--- src/rtl/if_id_queue_pkg.sv ---
// if_id_queue_pkg: shared widths and default sizing for the IF/ID instruction queue
package if_id_queue_pkg;
  localparam int INST_ADDR_BUS_W = 32;
  localparam int INST_BUS_W = 32;
  localparam int QUEUE_DEPTH = 4;
endpackage

--- src/rtl/if_id_queue_fifo_mem.sv ---
// if_id_queue_fifo_mem: DEPTH x W register array, one write port, asynchronous read port
module if_id_queue_fifo_mem #(
  parameter int DEPTH = 4,
  parameter int W = 64
) (
  input  logic                     clk,
  input  logic                     we_i,
  input  logic [$clog2(DEPTH)-1:0] waddr_i,
  input  logic [W-1:0]             wdata_i,
  input  logic [$clog2(DEPTH)-1:0] raddr_i,
  output logic [W-1:0]             rdata_o
);
  logic [W-1:0] mem_q [DEPTH];
  // contents are left unreset; the queue masks reads with its valid flag
  always_ff @(posedge clk)
    if (we_i) mem_q[waddr_i] <= wdata_i;
  assign rdata_o = mem_q[raddr_i];
endmodule

--- src/rtl/if_id_queue.sv ---
// if_id_queue: DEPTH-entry IF->ID instruction FIFO with flush, rdy gating and zero bubble when empty
module if_id_queue
  import if_id_queue_pkg::*;
#(
  parameter int DEPTH = QUEUE_DEPTH,
  parameter int ADDR_W = INST_ADDR_BUS_W,
  parameter int INST_W = INST_BUS_W
) (
  input  logic                       clk,
  input  logic                       rst,
  input  logic                       rdy,
  input  logic                       flush,
  input  logic                       if_valid,
  input  logic [ADDR_W-1:0]          if_pc,
  input  logic [INST_W-1:0]          if_inst,
  output logic                       if_ready,
  output logic                       id_valid,
  output logic [ADDR_W-1:0]          id_pc,
  output logic [INST_W-1:0]          id_inst,
  input  logic                       id_ready,
  output logic [$clog2(DEPTH+1)-1:0] count
);
  localparam int AW = $clog2(DEPTH);
  localparam int CW = $clog2(DEPTH + 1);
  logic [AW-1:0] wr_q, wr_d, rd_q, rd_d;
  logic [CW-1:0] count_q, count_d;
  logic push, pop, clr;
  logic [ADDR_W+INST_W-1:0] rdata;
  assign count = count_q;
  assign if_ready = count_q != CW'(DEPTH);
  assign id_valid = count_q != '0;
  assign id_pc = id_valid ? rdata[ADDR_W+INST_W-1:INST_W] : '0;
  assign id_inst = id_valid ? rdata[INST_W-1:0] : '0;
  // handshakes are gated by rdy and killed by flush/rst; flush only takes effect while rdy is high
  always_comb begin
    push = if_valid & if_ready & rdy & ~flush & ~rst;
    pop = id_valid & id_ready & rdy & ~flush & ~rst;
    clr = rdy & flush;
    wr_d = clr ? '0 : wr_q + AW'(push);
    rd_d = clr ? '0 : rd_q + AW'(pop);
    count_d = clr ? '0 : count_q + CW'(push) - CW'(pop);
  end
  // pointer and occupancy registers, reset wins over everything
  always_ff @(posedge clk)
    if (rst) begin
      wr_q <= '0;
      rd_q <= '0;
      count_q <= '0;
    end else begin
      wr_q <= wr_d;
      rd_q <= rd_d;
      count_q <= count_d;
    end
  if_id_queue_fifo_mem #(.DEPTH(DEPTH), .W(ADDR_W + INST_W)) u_fifo_mem (
    .clk    (clk),
    .we_i   (push),
    .waddr_i(wr_q),
    .wdata_i({if_pc, if_inst}),
    .raddr_i(rd_q),
    .rdata_o(rdata)
  );
endmodule

--- config.mk ---
export PLATFORM = sky130hd
export DESIGN_NAME = if_id_queue
export DESIGN_NICKNAME = d
export VERILOG_FILES = /design/src/rtl/if_id_queue_pkg.sv /design/src/rtl/if_id_queue_fifo_mem.sv /design/src/rtl/if_id_queue.sv
export SDC_FILE = /design/constraint.sdc
export NUM_CORES = 1
export LEC_CHECK = 0
export CORE_MARGIN = 10
export CORE_UTILIZATION = 50
export CTS_CLUSTER_SIZE = 12
export DETAILED_ROUTE_END_ITERATION = 16
export PLACE_DENSITY = 0.74
export SLEW_MARGIN = 20
export SYNTH_ARGS = -nofsm -noshare
export SYNTH_HDL_FRONTEND = slang
export SYNTH_SLANG_ARGS = --single-unit
--- constraint.sdc ---
create_clock -name clk -period 9.39 [get_ports clk]
set_input_delay 1.878 -clock clk [delete_from_list [all_inputs] [get_ports clk]]
set_output_delay 1.878 -clock clk [all_outputs]
set_load 0.05 [all_outputs]
==> impl_metrics.toml, run 1 <==
[run_status]
outcome = "finished clean"

[finish]
syn_to_final_growth_pct = 24.1
fin_cells = 885
fin_util = 0.637
fin_nets = 673
seqCellArea_um2 = 7840
multi_input_area_um2 = 2100
design_area_um2 = 12500
drive_above_1_share = 0.184
n_fill_cell = 1402
diodes = 0

[sta]
slew_violations = 0
worst_pin_slew_ns = 1.01
rsz0062_at_grt = "no"
fmax_ghz = 0.185
finalSetupViolations = 0
period_share = 0.574
tns_ns = 0
finalClockSkew_ns = 0.0173
timing.hold.ws_ns = 0.603
fin_crit_ns = 5.39
slew-limit-headroom = 0.329
worst_slack_ns = 4.00
hold_viol = 0

[placement]
dp_slack_ns = 4.42
placed_cells = 836
routabilityCongestion = 0.711
dp_hpwl_mm = 11.7
portBuffers = 138
post_dp_cell_area_um2 = 11700

[critical_path]
start_kind = "flip-flop"
rr_worst_depth = 8
critPathRequiredTime_ns = 7.51
timing.rr.end = "count[2]"
cp_max_fo = 36
slowest_delay_ns = 0.79
cp-end-kind = "output pin"
crit_chain = "buf_4 -> mux4_2 -> and2_1 -> clkdlybuf4s50_1"
slowest_stage = "dfxtp_4"
critical_path_class = "flip-flop to output pin"
reg2reg_slack_ns = 7.07
rr_startpoint = "count[2]"
cp.arrival_ns = 3.51

[route]
viasPerCell = 5.40
drtIter0Drc = 309
totalWireLength_mm = 19.4
drcViolationCount = 0
wl_per_cell_um = 21.9
vias = 4782
ant_nets = 0
drt-pass1-iter-count = 4

[floorplanning]
dieHeight_um = 162
initial_core_util = 0.513
core_area_um2 = 19700
die_w_um = 162
die_area_um2 = 26300
pin_count = 139
num_rows = 51

[clocking]
numCtsBuffers = 27
cts_tree = "done"
cts_resized = 0
clockBufferDepth = 3
cts.sinks = 263
ctsHoldBuffers = 0
clkLatencyLatePin_ns = 0.51
h-tree-depth = 1
cts_root_buf = "clkbuf_16"
clkTransAtPathRegs_ns = 0.06
postCtsSetupBuffers = 0

[logic_synthesis]
syn-num-nets = 521
ys_seq_elements = 263
syn_avg_cell_area_um2 = 22.5
netlist_area_um2 = 10100
syn_inst = 448
ys_warn_count = 0
ys_types = 27
seq_area_frac_synth = 0.776

[power]
ir_drop_uv = 145
leakage_nw = 3.92
powerDensity_nw_per_um2 = 188
power_mw = 2.35

[global_route]
grt.overflow.total = 0
grtUsageTotal = 0.146
antenna_found_initial = 0
first_global_vias = 5297
grt_max_degree = 67
grt_pass1_wl_mm = 30.3

[worst_hold_path]
hold_start = "wr_q[1]"
min_path_cells = 2
hold_path_class = "flip-flop to flip-flop"
hold_end = "wr_q[1]"

[flow_run]
cap_violations = 0
synthesized netlist by cell type (all sizes together):
cell | count | share of area
edfxtp | 256 | 0.76
and2 | 67 | 0.042
mux4 | 64 | 0.14
buf | 13 | 0.013
clkbuf | 9 | 0.0033
dfxtp | 7 | 0.014
inv | 4 | 0.0015
xnor2 | 4 | 0.0035
nor3 | 3 | 0.0015
nor3b | 3 | 0.0022
a21oi | 2 | 0.00099
ha | 2 | 0.0025
nand2 | 2 | 0.00074
nor2 | 2 | 0.00074
or3b | 2 | 0.0017
a21o | 1 | 0.00074
and3 | 1 | 0.00062
fa | 1 | 0.0020
mux2i | 1 | 0.00099
nand3 | 1 | 0.00099
nand4 | 1 | 0.00062
o31ai | 1 | 0.00074
or4 | 1 | 0.00074
routing by layer:
| metal | up-vias | track usage | share of wire |
|---|---|---|---|
| li1 | 2127 | - | - |
| met1 | 2473 | 0.198 | 0.43 |
| met2 | 159 | 0.237 | 0.49 |
| met3 | 23 | 0.0392 | 0.072 |
| met4 | 0 | 0.0273 | 0.012 |
| met5 | - | 0 | 0 |
layout make-up:
type                    count  share of cell area
multi-input cells         159               0.167
clock buffers              46              0.0629
repair buffers            145               0.115
clock inverters             3             0.00140
flip-flops and latches    263               0.626
well taps                 265              0.0265
inverters                   4             0.00130
state kept, by name (all words and copies together) (netlist names):
| register | flops |
|---|---|
| rd_q | 2 |
| wr_q | 2 |
| u_fifo_mem.mem_q | 256 |
| count | 3 |
worst max-delay path by stage:
| stage | start | endpoint | slack, ns | depth (start not counted) |
|---|---|---|---|---|
| after global routing | rd_q[0] | id_inst[25] | 3.72 | 4 |
| after CTS | rd_q[0] | id_inst[25] | 3.87 | 4 |
| final | rd_q[0] | id_inst[25] | 4.00 | 4 |
| after floorplan | flush | u_fifo_mem.mem_q[1][0] | 1.74 | 3 |
| after global placement | rd_q[0] | id_inst[25] | 4.43 | 4 |
| after detailed placement | rd_q[0] | id_inst[25] | 4.42 | 4 |
report_power, final:
group	switching (mW)	internal, mW	total, mW	leakage [nW]
Combinational	0.0550	0.0457	0.101	1.16
Sequential	0.00202	1.29	1.30	2.36
Clock	0.393	0.565	0.957	0.387
layout by cell type (no fill, tap or decap), types with 4 or more instances in the layout:
cell type and instances:
dfxtp_1 5, xnor2_1 4, clkbuf_1 15, clkbuf_16 27, buf_4 7, mux4_2 64
clkdlybuf4s50_1 138, and2_1 67, edfxtp_1 256, clkbuf_8 4
kinds of logic (layout without fill, tap and decap cells):
kind of cell	after synthesis	after routing	synth area share
flip-flops	263	263	0.776
AND/OR/NAND/NOR	83	83	0.0515
multiplexers	65	65	0.144
buffers and inverters	26	198	0.0181
AO/OA/AOI/OAI	4	4	0.00248
XOR/XNOR	4	4	0.00347
adder cells (fa/ha/maj)	3	3	0.00447
critical path, delay by kind of cell, from the launching register on:
kind / cells / cell delay [ns]
DFF: 1 / 0.79
buffers and inverters: 2 / 1.42
muxes: 1 / 0.62
and+or+nand+nor: 1 / 0.17
Power figures use the tool's default switching activity.
==> run 2: changes to the inputs <==
Settings changed: CORE_UTILIZATION 50 to 49, PLACE_DENSITY 0.74 to 0.75.
Clock period 9.39 ns to 4.6 ns, I/O delays scaled along.
==> run 2 against run 1 <==
Compared with the run above:
- register-to-register slack worse by 4.8 ns
- highest routed layer unchanged
- flip-flop and latch count unchanged
- combinational power up 100%
- sequential share of layout area down 0.22 points
- clock skew up 0.0083 ns
- routed wire length up 2.7%
- cell count up 0.90%
- hold slack worse by 0.027 ns
- clock power up 100%
- cell area up 0.35%
- largest cell class unchanged
==> impl_metrics.toml, run 2 (synthesis gave the netlist of run 1 again) <==
[clocking]
numCtsBuffers = 26
ctsHoldBuffers = 0
cts_tree = "done"
clkLatencyLatePin_ns = 0.52
h-tree-depth = 1
cts.sinks = 263
postCtsSetupBuffers = 0
clockBufferDepth = 3
cts_root_buf = "clkbuf_16"
clkTransAtPathRegs_ns = 0.06
cts_resized = 0

[power]
ir_drop_uv = 264
powerDensity_nw_per_um2 = 381
leakage_nw = 3.92

[global_route]
antenna_found_initial = 1
grtUsageTotal = 0.148
grt.overflow.total = 0
grt_max_degree = 67
first_global_vias = 5432
grt_pass1_wl_mm = 30.9

[sta]
finalClockSkew_ns = 0.0256
fin_crit_ns = 4.21
finalSetupViolations = 0
tns_ns = 0
fmax_ghz = 0.238
timing.hold.ws_ns = 0.576
slew_violations = 0
worst_pin_slew_ns = 1.01
hold_viol = 0
slew-limit-headroom = 0.327
rsz0062_at_grt = "no"
period_share = 0.915
worst_slack_ns = 0.391

[critical_path]
cp.arrival_ns = 3.29
critical_path_class = "flip-flop to output pin"
cp_max_fo = 66
start_kind = "flip-flop"
rr_worst_depth = 8
cp-end-kind = "output pin"
reg2reg_slack_ns = 2.25
critPathRequiredTime_ns = 3.68

[finish]
drive_above_1_share = 0.183
fin_util = 0.621
syn_to_final_growth_pct = 24.5
fin_nets = 675
seqCellArea_um2 = 7840
n_fill_cell = 1388
multi_input_area_um2 = 2110
largest_reg_flops = 256
top_register = "u_fifo_mem.mem_q"
mostFrequentLayoutCells = "edfxtp_1, clkdlybuf4s50_1, and2_1, mux4_2, clkbuf_16"
final_common_cell = "edfxtp_1"

[placement]
dp_slack_ns = 0.885
portBuffers = 138
routabilityCongestion = 0.733
dp_hpwl_mm = 11.8

[floorplanning]
dieHeight_um = 163
initial_core_util = 0.498
pin_count = 139
num_rows = 52
core_area_um2 = 20200
die_w_um = 163
die_area_um2 = 26700

[route]
viasPerCell = 5.41
wl_per_cell_um = 22.3
drt-pass1-iter-count = 4
drtIter0Drc = 340
totalWireLength_mm = 19.9
drcViolationCount = 0
vias = 4828
ant_nets = 0

[run_status]
outcome = "finished clean"

[worst_hold_path]
hold_path_class = "flip-flop to flip-flop"
min_path_cells = 2

[flow_run]
cap_violations = 0
-- run 2: changes by cell type in the layout (fill, tap and decap cells not counted) --
cell	change
buf_4	+2
clkinvlp_4	-1
clkbuf_1	+2
nor3_2	-1
clkinv_8	+1
clkinv_2	-2
buf_12	+1
diode_2	+1
clkbuf_16	-1
nor3_4	+1
nor3b_4	+2
nor3b_2	-2
-- run 2: final timing paths --
path	startpoint	to
max reg2reg	count[2]	count[2]
min reg2reg	count[2]	count[2]
max	count[1]	id_pc[1]
min	count[2]	count[2]
-- run 2: metal layers --
metal	wire length [µm]	share of wire	track usage	up-vias
met5	0	0	0	-
met1	8100	0.41	0.187	2527
met3	1210	0.061	0.0317	25
met2	10300	0.52	0.254	140
li1	-	-	-	2136
met4	267	0.013	0.0431	0
-- run 2: power by group --
group	internal, mW	switching, mW
logic	0.0935	0.111
registers	2.64	0.00437
clock network	1.12	0.817
-- run 2: layout make-up --
| class | count | area share |
|---|---|---|
| clock inverter | 1 | 0.00129 |
| multi-input combinational | 159 | 0.168 |
| inverter | 4 | 0.00129 |
| clock buffer | 47 | 0.0613 |
| antenna | 1 | 0.000199 |
| timing repair buffer | 148 | 0.117 |
| sequential | 263 | 0.624 |
| tap | 270 | 0.0269 |
-- run 2: metrics by stage --
step / instance area (µm²) / total power [mW] / instances
after CTS: 12600 / 4.84 / 892
after detailed placement: 11800 / 2.90 / 844
after global routing: 12600 / 4.96 / 893
after global placement: 11800 / 2.89 / 844
after floorplan: 10100 / 2.78 / 448
final: 12600 / 4.79 / 893
-- run 2: worst max-delay path, stage by stage, from the launching register on --
cell	delay [ns]
dfxtp_1	0.36
nor3_1	0.41
clkinv_2	0.82
and2_1	0.45
clkdlybuf4s50_1	0.72
